[config.mk]
export PLATFORM = sky130hd
export DESIGN_NAME = spi_master
export DESIGN_NICKNAME = d
export VERILOG_FILES = /design/src/rtl/spi_master.sv
export SDC_FILE = /design/constraint.sdc
export NUM_CORES = 1
export LEC_CHECK = 0
export ABC_CLOCK_PERIOD_IN_PS = 5200
export BUFFER_PORTS_ARGS = -buffer_cell sky130_fd_sc_hd__buf_2
export CAP_MARGIN = 10
export CORE_ASPECT_RATIO = 1.5
export CORE_UTILIZATION = 25
export CTS_CLUSTER_DIAMETER = 100
export CTS_CLUSTER_SIZE = 16
export DETAILED_ROUTE_END_ITERATION = 16
export PLACE_DENSITY_LB_ADDON = 0.25
export SETUP_SLACK_MARGIN = 0.1
export SLEW_MARGIN = 0
export SYNTH_ARGS = -nofsm -noshare
export SYNTH_HDL_FRONTEND = slang
export SYNTH_SLANG_ARGS = --single-unit
[constraint.sdc]
create_clock -name Clk_i -period 5.2 [get_ports Clk_i]
set_clock_uncertainty 0.1 [all_clocks]
set_input_delay 0.52 -clock Clk_i [delete_from_list [all_inputs] [get_ports Clk_i]]
set_output_delay 0.52 -clock Clk_i [all_outputs]
set_load 0.05 [all_outputs]
[src/rtl/spi_master.sv]
// spi_master: single-byte SPI master. Shifts tx_data_i out MSB-first on mosi_o,
// captures miso_i into rx_data_o, and drives one active-high slave select.
// sck_o idles low and has a half-period of CLK_DIV Clk_i cycles.
// Ports:
//   Clk_i, Rst_i        clock, synchronous active-high reset
//   start_i, tx_data_i, slave_sel_i   transfer request (sampled together)
//   rx_data_o, busy_o, done_o, err_o  status toward the local controller
//   sck_o, mosi_o, miso_i, ss_o       SPI bus
module spi_master #(
  parameter int unsigned NUM_SLAVES = 4,
  parameter int unsigned CLK_DIV    = 4,
  parameter int unsigned SS_GAP     = 4,
  localparam int unsigned SEL_W     = (NUM_SLAVES > 1) ? $clog2(NUM_SLAVES) : 1
) (
  input  logic                  Clk_i,
  input  logic                  Rst_i,
  input  logic                  start_i,
  input  logic [7:0]            tx_data_i,
  input  logic [SEL_W-1:0]      slave_sel_i,
  output logic [7:0]            rx_data_o,
  output logic                  busy_o,
  output logic                  done_o,
  output logic                  err_o,
  output logic                  sck_o,
  output logic                  mosi_o,
  input  logic                  miso_i,
  output logic [NUM_SLAVES-1:0] ss_o
);

  localparam int unsigned DIV_W = $clog2(CLK_DIV);
  localparam int unsigned GAP_W = (SS_GAP > 1) ? $clog2(SS_GAP) : 1;

  typedef enum logic [2:0] {IDLE, SETUP, HIGH, LOW, HOLD, GAP} state_t;

  state_t                state, state_d;
  logic [DIV_W-1:0]      div, div_d;
  logic [GAP_W-1:0]      gap_cnt, gap_d;
  logic [3:0]            bitcnt, bitcnt_d;
  logic [7:0]            tx_sh, tx_d;
  logic [7:0]            rx_sh, rx_sh_d;
  logic [7:0]            rx_data_d;
  logic [NUM_SLAVES-1:0] ss_d;
  logic                  sck_d, mosi_d, busy_d, done_d, err_d;
  logic                  miso_q, miso_s;
  logic                  div_end, sel_ok;

  assign div_end = (div == DIV_W'(CLK_DIV - 1));
  assign sel_ok  = (32'(slave_sel_i) < NUM_SLAVES);

  // Next-state and next-output logic
  always_comb begin
    state_d   = state;
    div_d     = div;
    gap_d     = gap_cnt;
    bitcnt_d  = bitcnt;
    tx_d      = tx_sh;
    rx_sh_d   = rx_sh;
    rx_data_d = rx_data_o;
    ss_d      = ss_o;
    sck_d     = sck_o;
    mosi_d    = mosi_o;
    busy_d    = busy_o;
    done_d    = 1'b0;
    err_d     = 1'b0;

    // Divider free-runs in every bus-active state; each such state lasts one divider lap
    if (state != IDLE && state != GAP) begin
      div_d = div_end ? '0 : div + DIV_W'(1);
    end

    unique case (state)
      IDLE: begin
        if (start_i) begin
          if (sel_ok) begin
            tx_d     = tx_data_i;
            ss_d     = NUM_SLAVES'(1) << slave_sel_i;
            busy_d   = 1'b1;
            mosi_d   = tx_data_i[7];
            bitcnt_d = 4'd0;
            div_d    = '0;
            state_d  = SETUP;
          end else begin
            err_d = 1'b1;
          end
        end
      end
      // Rising sck edge: sample synchronised miso; the slave updates its output well after this
      SETUP, LOW: begin
        if (div_end) begin
          sck_d    = 1'b1;
          rx_sh_d  = {rx_sh[6:0], miso_s};
          bitcnt_d = bitcnt + 4'd1;
          state_d  = HIGH;
        end
      end
      // Falling sck edge: present the next bit unless all eight have been clocked
      HIGH: begin
        if (div_end) begin
          sck_d = 1'b0;
          if (bitcnt == 4'd8) begin
            state_d = HOLD;
          end else begin
            tx_d    = {tx_sh[6:0], 1'b0};
            mosi_d  = tx_sh[6];
            state_d = LOW;
          end
        end
      end
      HOLD: begin
        if (div_end) begin
          ss_d      = '0;
          mosi_d    = 1'b0;
          rx_data_d = rx_sh;
          done_d    = 1'b1;
          gap_d     = '0;
          state_d   = GAP;
        end
      end
      GAP: begin
        if (gap_cnt == GAP_W'(SS_GAP - 1)) begin
          busy_d  = 1'b0;
          state_d = IDLE;
        end else begin
          gap_d = gap_cnt + GAP_W'(1);
        end
      end
      default: state_d = IDLE;
    endcase
  end

  // State, datapath and output registers; miso passes a 2-FF synchroniser
  always_ff @(posedge Clk_i) begin
    if (Rst_i) begin
      state     <= IDLE;
      div       <= '0;
      gap_cnt   <= '0;
      bitcnt    <= 4'd0;
      tx_sh     <= 8'h00;
      rx_sh     <= 8'h00;
      rx_data_o <= 8'h00;
      ss_o      <= '0;
      sck_o     <= 1'b0;
      mosi_o    <= 1'b0;
      busy_o    <= 1'b0;
      done_o    <= 1'b0;
      err_o     <= 1'b0;
      miso_q    <= 1'b0;
      miso_s    <= 1'b0;
    end else begin
      state     <= state_d;
      div       <= div_d;
      gap_cnt   <= gap_d;
      bitcnt    <= bitcnt_d;
      tx_sh     <= tx_d;
      rx_sh     <= rx_sh_d;
      rx_data_o <= rx_data_d;
      ss_o      <= ss_d;
      sck_o     <= sck_d;
      mosi_o    <= mosi_d;
      busy_o    <= busy_d;
      done_o    <= done_d;
      err_o     <= err_d;
      miso_q    <= miso_i;
      miso_s    <= miso_q;
    end
  end

endmodule

# ---- Word-level counts from Yosys, hierarchy flattened
# Index checks and enable logic that the tools add are counted.
dict set report op_classes {
  addsub 3
  eq_ne 16
  n_shift 1
  mux 35
  n_bitwise 1
  reduce_logical 22
}
# operator count
set ops {}
lappend ops {{two-way mux 7 bit} 3}
lappend ops {{two-way mux 3 bit} 6}
lappend ops {{two-way mux 4 bit} 4}
lappend ops {{case mux 4 bit (2 select lines)} 2}
lappend ops {{case mux 3 bit (5 select lines)} 1}
lappend ops {{AND reduction 3 bit} 5}
lappend ops {{!= test 2 bit (second input constant)} 7}
lappend ops {{case mux 7 bit (2 select lines)} 1}
lappend ops {{two-way mux 2 bit} 6}
lappend ops {{nonzero test 2 bit} 6}
lappend ops {{AND reduction 5 bit} 2}
lappend ops {{two-way mux 1 bit} 8}
lappend ops {{== test 3 x 2 -> 1 bit (second input constant)} 2}
lappend ops {{== test 3 bit (second input constant)} 2}
lappend ops {{nonzero test 3 bit} 2}
lappend ops {{adder 2 x 1 -> 2 bit (second input constant)} 2}
lappend ops {{adder 4 x 1 -> 4 bit (second input constant)} 1}
lappend ops {{== test 2 bit (second input constant)} 2}
lappend ops {{== test 4 bit (second input constant)} 1}
lappend ops {{case mux 1 bit (2 select lines)} 2}
lappend ops {{case mux 2 bit (2 select lines)} 1}
lappend ops {{AND reduction 2 bit} 2}
lappend ops {{AND reduction 4 bit} 1}
lappend ops {{OR reduction 2 bit} 2}
lappend ops {{7 further kinds} 7}
dict set report word_totals {
  register_bits 44
  inputBits 14
  output_inout_bits 17
  wordCells 92
}

# ---- Longest topological paths before layout
# Gate-level depths: netlist of the first run.
dict set report depth {
  depth_word 5
  depth_mapped 7
}

# ---- Worst setup path before layout of the first run
# Ideal clock, no wire load.
dict set report synth_timing {
  kind {register to register}
  from {reg div[0]}
  to {reg state[0]}
  setup_time_ps 95
  t_arrival_ps 1434
  required_ps 5005
  slack_ps 3571
  path_stages_with_launch 7
  period_less_slack_ps 1629
  path_cell_list {dfxtp_1 ha_1 buf_2 mux2_2 o32ai_1 a21oi_1 a221oi_1}
}
dict set report synth_via {
  elab_chain_len 3
  elab_cells_between_ends 5
}
# element line
set synth_rtl {}
lappend synth_rtl {{from (decl)} 36} ;# logic [DIV_W-1:0] div, div_d;
lappend synth_rtl {{from (signal assigned)} 151} ;# div <= div_d;
lappend synth_rtl {{== test 2 bit (*)} 47} ;# assign div_end = (div == DIV_W'(CLK_DIV - 1));
lappend synth_rtl {{net div_end} 45} ;# logic div_end, sel_ok;
lappend synth_rtl {{!= test 2 bit (no source line)} n/a}
lappend synth_rtl {{AND reduction 5 bit (no source line) (*)} n/a}
lappend synth_rtl {{to (signal assigned)} 150} ;# state <= state_d;
lappend synth_rtl {{to (decl)} 35} ;# state_t state, state_d;
# Mark *: on every way through the listed nets, which the timed path passes. The rest lies on a longest branch.
# A chain may end at the register's enable or synchronous reset.

# ---- Worst setup path in the final report of the first run
dict set report layout_timing {
  from {reg state[2]}
  to {reg rx_data_o[2]}
}
dict set report layout_via {
  elab_chain_len 2
}
# element line
set layout_rtl {}
lappend layout_rtl {{== test 3 bit} 71} ;# unique case (state)
lappend layout_rtl {{AND reduction 2 bit (no source line)} n/a}
lappend layout_rtl {{to (signal assigned)} 156} ;# rx_data_o <= rx_data_d;
lappend layout_rtl {{to (decl)} 20} ;# output logic [7:0] rx_data_o,
# Every way passes these cells.

==> results of run 1 <==
worst min-delay path by stage:
stage / from / to / slack (ns) / depth (start not counted)
after floorplan: miso_q / miso_s / 0.31 / 1
after detailed placement: miso_q / miso_s / 0.33 / 1
final: miso_q / miso_s / 0.35 / 1
after global placement: rx_data_o[1] / rx_data_o[1] / 0.34 / 2
after global routing: miso_q / miso_s / 0.36 / 1
after CTS: miso_i / miso_q / 0.34 / 2
flip-flops by register name, indices dropped and copies added, names as in the netlist, 2 cells and up:
register,count
rx_data_o,8
rx_sh,8
tx_sh,7
bitcnt,4
ss_o,4
state,3
div,2
gap_cnt,2
layout make-up:
type | instances | share of cell area [%]
multi-input cells | 152 | 42.7
flip-flops and latches | 44 | 38.3
clock inverters | 2 | 0.544
repair buffers | 29 | 6.31
clock buffers | 5 | 5.44
well taps | 102 | 5.55
inverters | 7 | 1.14
synthesized netlist by cell type (3+ instances only):
| library cell | instances | area, um2 |
|---|---|---|
| clkbuf_1 | 4 | 15.0 |
| buf_2 | 7 | 35.0 |
| dfxtp_1 | 44 | 881 |
| nand2_1 | 27 | 101 |
| nand2b_1 | 4 | 25.0 |
| o21ai_0 | 3 | 15.0 |
| xnor2_1 | 3 | 26.3 |
| or3_1 | 3 | 18.8 |
| a211oi_1 | 8 | 60.1 |
| inv_1 | 6 | 22.5 |
| buf_6 | 3 | 33.8 |
| nor2_1 | 29 | 109 |
| a21oi_1 | 18 | 90.1 |
| ha_1 | 4 | 50.1 |
| mux2i_1 | 16 | 160 |
critical path: stages, from the launching register on:
cell and delay (ns):
dfxtp_1 0.82, nand2b_1 0.36, or3_1 0.56, nand2_1 0.13, a21oi_1 0.07
stage by stage:
step | instances | hold WS, ns | util [%] | setup WS, ns | total power (W)
after floorplan | 219 | 0.314 | - | 3.57 | 0.000465
after global placement | 334 | 0.343 | 28.2 | 3.06 | 0.000484
after detailed placement | 334 | 0.333 | 28.2 | 3.01 | 0.000485
after CTS | 341 | 0.342 | 30.0 | 3.00 | 0.000792
after global routing | 341 | 0.363 | 30.0 | 2.82 | 0.000820
final | 341 | 0.347 | 30.0 | 3.01 | 0.000778
routing by layer:
layer / wire, um / up-vias / track usage, %
li1: - / 794 / -
met1: 1850 / 730 / 13.3
met2: 2060 / 22 / 18.2
met3: 131 / 7 / 3.09
met4: 115 / 0 / 6.79
met5: 0 / - / 0
logic make-up (layout without fill, tap and decap cells):
| group | count (synthesis) | in the layout | synth area share [%] |
|---|---|---|---|
| AO/OA/AOI/OAI | 44 | 44 | 14.9 |
| XOR/XNOR | 4 | 4 | 1.76 |
| adder cells (fa/ha/maj) | 4 | 4 | 2.52 |
| buffers and inverters | 23 | 43 | 6.29 |
| flip-flops | 44 | 44 | 44.3 |
| multiplexers | 18 | 18 | 9.19 |
| other | 1 | 1 | 0.189 |
| AND/OR/NAND/NOR | 81 | 81 | 20.8 |
report_power, final:
part,leakage (nW),internal [W],total (W),switching [W]
logic,0.496,0.0000402,0.000102,0.0000617
clock network,0.0657,0.000174,0.000303,0.000129
registers,0.358,0.000353,0.000373,0.0000199
==> impl_metrics.csv, run 1 <==
group,metric,value,unit
critical_path,cp-startpoint,"state[2]",
finish,finalNetCount,257,
critical_path,crit_arrival,2.23,ns
finish,multi_input_area,982,um2
routing,dr.pass1.iters,4,
timing,tightest_slew,0.775,ns
timing,max_freq,457,MHz
finish,final_cell_mix,"dfxtp_1, nor2_1, buf_2",
finish,fin_area,0.00230,mm2
logic_synthesis,synthCells,219,
die,die_x,74.8,um
routing,vias,1553,
critical_path,cp-end-kind,"register",
critical_path,rr_worst_depth,4,
pwr,power.density,338,mW/mm2
logic_synthesis,avgSynthCellArea,9.08,um2
logic_synthesis,synthFlopType,"dfxtp_1",
logic_synthesis,yosysUniqueCellTypes,45,
placed_design,dpl_cell_area,0.00216,mm2
critical_path,rr_endpoint,"rx_data_o[2]",
critical_path,r2r_setup_slack,3.01,ns
clock_tree,cts-root-buf,"clkbuf_16",
clock_tree,h-tree-depth,2,
hold_path,min_path_type,"reg -> reg",
timing,maxSlewHeadroom,48.3,%
die,rows,39,
timing,period_share,42.0,%
pwr,p_leak,0.919,nW
critical_path,crit_fanout,22,
timing,setup_tns,0,ns
placed_design,dp_hpwl,2.86,mm
clock_tree,clock_latency,0.29,ns
die,die-height,111,um
clock_tree,cts_setup_buffers,0,
pwr,ir_drop,148,uV
routing,drt_drc_violations_left,0,
logic_synthesis,synth_edf_count,0,
job,cap_violations,0,
placed_design,io_buffer_count,29,
global_route,track_usage,11.5,%
logic_synthesis,postSynth.asyncResetShare,0,%
clock_tree,cts_buffer_depth,2,
timing,hold_viol,0,
global_route,grt_pass1_vias,1524,
timing,setup_viol,0,
finish,syn_to_final_growth,15.7,%
critical_path,worstPathRequired,5.24,ns
clock_tree,cts_tree,"built",
critical_path,critPathLaunchType,"register",
finish,seqCellArea,881,um2
die,io_pins,31,
timing,rsz0062_at_grt,"false",
routing,ant_nets,0,
finish,layout_commonest_cell,"dfxtp_1",
logic_synthesis,seq_area_frac_synth,44.3,%
logic_synthesis,synth-seq-cells,44,
global_route,antenna_found_initial,0,
die,die-area,0.00832,mm2
clock_tree,cts_resized,0,
global_route,grt_start_max_net_pins,42,
critical_path,crit_path_end,"rx_data_o[2]",
routing,drtIter0Drc,44,
clock_tree,cts_buffers,5,
die,initial_core_util,26.0,%
timing,fin_crit,2.19,ns
placed_design,gp_congestion,0.790,
logic_synthesis,synth_fp_nets,237,
logic_synthesis,syn_area,0.00199,mm2
finish,drive_above_1_share,19.7,%
clock_tree,clk_pin_slew,0.06,ns
routing,routedWlPerCell,12.2,um
die,coreArea,0.00766,mm2
critical_path,r2r-start,"state[2]",
clock_tree,hold_buffers,0,
critical_path,criticalPathCategory,"reg -> reg",
finish,fillCellCount,845,
timing,slew_viol_final,0,
finish,diodes,0,
routing,avgViaCountPerCell,4.55,
run_status,status,"finished, final reports clean",
global_route,overflow,0,
global_route,grt_pass1_wl,7.18,mm
routing,wl,4.16,mm
logic_synthesis,ys_warn_count,0,
clock_tree,cts.sinks,44,
No activity file was read; power rests on OpenSTA's default activity.
==> inputs of run 2 (changes only) <==
--- a/config.mk
+++ b/config.mk
@@ -5,7 +5,7 @@
 export SDC_FILE = /design/constraint.sdc
 export NUM_CORES = 1
 export LEC_CHECK = 0
-export ABC_CLOCK_PERIOD_IN_PS = 5200
+export ABC_CLOCK_PERIOD_IN_PS = 1950
 export BUFFER_PORTS_ARGS = -buffer_cell sky130_fd_sc_hd__buf_2
 export CAP_MARGIN = 10
 export CORE_ASPECT_RATIO = 1.5
==> constraint.sdc (replaced) <==
create_clock -name Clk_i -period 1.95 [get_ports Clk_i]
set_clock_uncertainty 0.1 [all_clocks]
set_input_delay 0.195 -clock Clk_i [delete_from_list [all_inputs] [get_ports Clk_i]]
set_output_delay 0.195 -clock Clk_i [all_outputs]
set_load 0.05 [all_outputs]
==> impl_metrics.csv, run 2 (synthesis results as in run 1) <==
group,metric,value,unit
clock_tree,clock_latency,0.29,ns
pwr,seqPwrFrac,45.5,%
finish,drive_above_1_share,23.9,%
finish,fin_area,0.00239,mm2
pwr,switching_share,27.6,%
clock_tree,cts-root-buf,"clkbuf_16",
routing,routedWlPerCell,12.6,um
job,cap_violations,0,
finish,finalNetCount,268,
pwr,power.density,891,mW/mm2
critical_path,r2r_setup_slack,0.24,ns
global_route,grt_pass1_wl,7.59,mm
placed_design,placed_cells,345,
finish,syn_to_final_growth,20.4,%
routing,drtIter0Drc,61,
pwr,ir_drop,427,uV
timing,hold_ws,0.0192,ns
finish,final_cell_mix,"dfxtp_1, nor2_1, buf_2",
timing,rsz0062_at_grt,"true",
timing,fin_crit,1.71,ns
routing,wl,4.44,mm
routing,drt_drc_violations_left,0,
pwr,intPower,0.00154,W
timing,setup_tns,0,ns
pwr,p_leak,0.984,nW
global_route,antenna_found_initial,0,
clock_tree,cts_tree,"built",
routing,ant_nets,0,
placed_design,dpl_cell_area,0.00224,mm2
die,io_pins,31,
global_route,grt_pass1_vias,1553,
finish,fillCellCount,812,
routing,avgViaCountPerCell,4.50,
routing,dr.pass1.iters,4,
clock_tree,h-tree-depth,2,
clock_tree,clk_pin_slew,0.06,ns
finish,layout_commonest_cell,"dfxtp_1",
placed_design,pre_cts_slack,0.189,ns
timing,slew_viol_final,0,
global_route,track_usage,11.9,%
finish,top_regs,"rx_data_o (8), rx_sh (8), tx_sh (7)",
placed_design,gp_congestion,0.862,
placed_design,dp_hpwl,3.16,mm
global_route,overflow,0,
timing,period_share,87.8,%
finish,final_cells,353,
die,die_x,74.8,um
die,coreArea,0.00766,mm2
die,initial_core_util,26.0,%
die,rows,39,
pwr,combPwrFrac,15.5,%
die,die-height,111,um
critical_path,critPathLaunchType,"register",
routing,vias,1590,
timing,max_freq,584,MHz
critical_path,worstPathRequired,2.07,ns
critical_path,criticalPathCategory,"reg -> reg",
die,die-area,0.00832,mm2
critical_path,crit_fanout,13,
run_status,status,"finished, final reports clean",
finish,diodes,0,
clock_tree,cts.sinks,44,
placed_design,io_buffer_count,29,
pwr,power_frac_clock,39.0,%
pwr,power.switching,0.000590,W
critical_path,cp-end-kind,"register",
timing,hold_viol,0,
critical_path,crit_arrival,1.83,ns
timing,setup_viol,0,
hold_path,min_path_type,"in -> reg",
timing,setup_slack,0.237,ns
clock_tree,cts_buffers,5,
clock_tree,cts_buffer_depth,2,
global_route,grt_start_max_net_pins,27,
==> run 2: changes by cell type in the layout (fill, tap and decap cells not counted), sizes merged <==
cell / delta
buf: +11
clkinv: +2
clkinvlp: -1
==> run 2: stage by stage <==
stage	power, W	util [%]
CTS	0.00216	31.2
detailed placement	0.00132	29.3
floorplan	0.00124	-
global placement	0.00132	29.3
global route	0.00226	31.2
finish	0.00213	31.2
==> run 2: worst paths after layout <==
check,startpoint,to,depth (start not counted)
worst max register to register,state[1],tx_sh[0],5
worst max-delay path,state[1],tx_sh[0],5
worst min-delay path,miso_i,miso_q,2
worst min register to register,miso_q,miso_s,1
==> run 2: timing repair <==
| action | 4_1_cts | 5_1_grt |
|---|---|---|
| hold buffers | 0 | 0 |
| endpoints found under the setup margin | 0 | 7 |
| buffers inserted | 0 | 0 |
| resized for setup | 0 | 1 |
==> run 2: cell type report <==
type / instances / area, um2 / share of cell area [%]
Multi-Input combinational cell: 152 / 987 / 41.2
Sequential cell: 44 / 881 / 36.8
Timing Repair Buffer: 40 / 228 / 9.51
Tap cell: 102 / 128 / 5.33
Clock buffer: 5 / 125 / 5.23
Inverter: 7 / 26.3 / 1.10
Clock inverter: 3 / 18.8 / 0.784
==> run 2: worst max-delay path: stages (launching register included) <==
cell and delay (ns):
dfxtp_1 0.59, buf_4 0.23, nand4b_1 0.18, and3_4 0.27, nand2b_1 0.16, a21oi_1 0.13
==> run 2: layer usage <==
metal,routed length [um],global-route usage (%),share of wire (%),up-vias
li1,-,-,-,814
met1,2010,14.0,45,741
met2,2170,19.5,49,28
met3,152,3.09,3.4,7
met4,116,5.66,2.6,0
met5,0,0,0,-
==> run 2: power groups by stage <==
stage	clock, W	sequential [W]	combinational, W
finish	0.000832	0.000970	0.000331
global route	0.000913	0.000977	0.000366
CTS	0.000862	0.000969	0.000333
detailed placement	0	0.000990	0.000332
global placement	0	0.000990	0.000330
floorplan	0	0.00102	0.000218
==> inputs of run 3 (changes only) <==
--- a/config.mk
+++ b/config.mk
@@ -8,7 +8,10 @@
 export ABC_CLOCK_PERIOD_IN_PS = 1950
 export BUFFER_PORTS_ARGS = -buffer_cell sky130_fd_sc_hd__buf_2
 export CAP_MARGIN = 10
+export CELL_PAD_IN_SITES_DETAIL_PLACEMENT = 1
+export CELL_PAD_IN_SITES_GLOBAL_PLACEMENT = 2
 export CORE_ASPECT_RATIO = 1.5
+export CORE_MARGIN = 3
 export CORE_UTILIZATION = 25
 export CTS_CLUSTER_DIAMETER = 100
 export CTS_CLUSTER_SIZE = 16
==> impl_metrics.csv, run 3 (synthesis results as in run 1) <==
group,metric,value,unit
die,coreArea,0.00766,mm2
pwr,combPwrFrac,16.1,%
critical_path,rr_endpoint,"tx_sh[0]",
critical_path,path_cells,"ha_1, buf_4, mux2_2, and3_4, nand2b_1, a21oi_1",
clock_tree,cts_buffers,5,
critical_path,slowest_stage,"dfxtp_1",
global_route,grt_pass1_wl,8.09,mm
run_status,status,"finished, final reports clean",
timing,hold_viol,0,
pwr,switching_share,27.2,%
job,cap_violations,0,
pwr,intPower,0.00159,W
routing,routedWlPerCell,13.5,um
finish,diodes,0,
critical_path,cp_slowest_stage_delay,0.32,ns
critical_path,criticalPathCategory,"reg -> reg",
global_route,antenna_found_initial,0,
die,die_x,78.8,um
finish,finalNetCount,269,
timing,rsz0062_at_grt,"false",
critical_path,crit_path_end,"tx_sh[0]",
clock_tree,cts_tree,"built",
clock_tree,clock_latency,0.29,ns
die,die-area,0.00908,mm2
placed_design,dpl_cell_area,0.00226,mm2
pwr,ir_drop,410,uV
die,io_pins,31,
critical_path,rr_worst_depth,6,
finish,drive_above_1_share,24.2,%
timing,max_freq,598,MHz
placed_design,pre_cts_slack,0.254,ns
clock_tree,hold_buffers,0,
global_route,grt_start_max_net_pins,29,
clock_tree,h-tree-depth,2,
pwr,p_leak,0.998,nW
timing,period_share,85.7,%
pwr,power.density,902,mW/mm2
routing,drt_drc_violations_left,0,
critical_path,r2r_setup_slack,0.28,ns
global_route,track_usage,11.6,%
critical_path,critPathLaunchType,"register",
routing,vias,1631,
pwr,power.switching,0.000593,W
timing,setup_slack,0.279,ns
hold_path,min_path_type,"in -> reg",
routing,ant_nets,0,
finish,top_regs,"rx_data_o (8), rx_sh (8), tx_sh (7)",
critical_path,r2r-start,"div[0]",
critical_path,cp-end-kind,"register",
critical_path,worstPathRequired,2.08,ns
critical_path,cp-startpoint,"div[0]",
clock_tree,cts-root-buf,"clkbuf_16",
critical_path,crit_fanout,13,
critical_path,crit_arrival,1.80,ns
die,rows,39,
die,initial_core_util,26.0,%
placed_design,dp_hpwl,3.50,mm
finish,layout_commonest_cell,"dfxtp_1",
finish,fin_area,0.00242,mm2
routing,dr.pass1.iters,4,
clock_tree,cts.sinks,44,
die,die-height,115,um
pwr,power_frac_clock,39.4,%
placed_design,gp_congestion,0.743,
routing,drtIter0Drc,69,
timing,setup_tns,0,ns
global_route,grt_pass1_vias,1663,
timing,setup_viol,0,
routing,avgViaCountPerCell,4.61,
clock_tree,clk_pin_slew,0.06,ns
timing,hold_ws,0.0221,ns
clock_tree,cts_buffer_depth,2,
timing,slew_viol_final,0,
finish,syn_to_final_growth,21.6,%
routing,wl,4.77,mm
placed_design,io_buffer_count,29,
finish,final_cell_mix,"dfxtp_1, nor2_1, buf_2",
timing,fin_crit,1.67,ns
pwr,seqPwrFrac,44.5,%
global_route,overflow,0,
-- run 3: changes by cell type in the layout (fill, tap and decap cells not counted), sizes merged --
cell    delta
buf        +1
clkbuf     +1
clkinv     -1
-- run 3: worst min-delay path by stage --
stage	to	from	slack [ns]	depth (start not counted)
detailed placement	miso_q	miso_i	0.33	2
global placement	miso_q	miso_i	0.33	2
global route	miso_q	miso_i	0.02	2
floorplan	miso_q	miso_i	0.22	1
CTS	miso_q	miso_i	0.02	2
finish	miso_q	miso_i	0.02	2
-- run 3: timing repair --
item / in CTS / in global routing
endpoints found under the setup margin: 0 / 5
gates resized for setup: 0 / 1
buffers inserted: 0 / 0
-- run 3: power groups by stage --
stage | Sequential (W) | Combinational, W | Clock [W]
after global routing | 0.000978 | 0.000386 | 0.000942
final | 0.000972 | 0.000351 | 0.000859
after floorplan | 0.00102 | 0.000218 | 0
after detailed placement | 0.000992 | 0.000355 | 0
after global placement | 0.000991 | 0.000354 | 0
after CTS | 0.000972 | 0.000358 | 0.000891
-- run 3: metal layers --
metal	global-route usage [%]	up-vias	part of all wire [%]
li1	-	814	-
met1	12.6	790	42
met2	20.5	21	52
met3	3.13	6	3.6
met4	5.85	0	2.4
met5	0	-	0
-- run 3: critical path, delay by kind of cell, from the launching register on --
kind / cells / cell delay (ns)
AND/OR/NAND/NOR: 2 / 0.38
multiplexers: 1 / 0.29
flip-flops: 1 / 0.32
buffers and inverters: 1 / 0.17
AO/OA/AOI/OAI: 1 / 0.13
adder cells (fa/ha/maj): 1 / 0.21
-- run 3: through the flow --
step	std cells	util, %	power, W
detailed placement	346	29.6	0.00135
CTS	354	31.5	0.00222
finish	354	31.6	0.00218
floorplan	219	-	0.00124
global route	354	31.6	0.00231
global placement	346	29.6	0.00135
-- run 3: cell type report --
cell class / count / area (um2)
well taps: 102 / 128
clock buffers: 6 / 139
flip-flops and latches: 44 / 881
fillers: 922 / 5240
inverters: 7 / 26.3
clock inverters: 2 / 10.0
repair buffers: 41 / 248
multi-input cells: 152 / 987
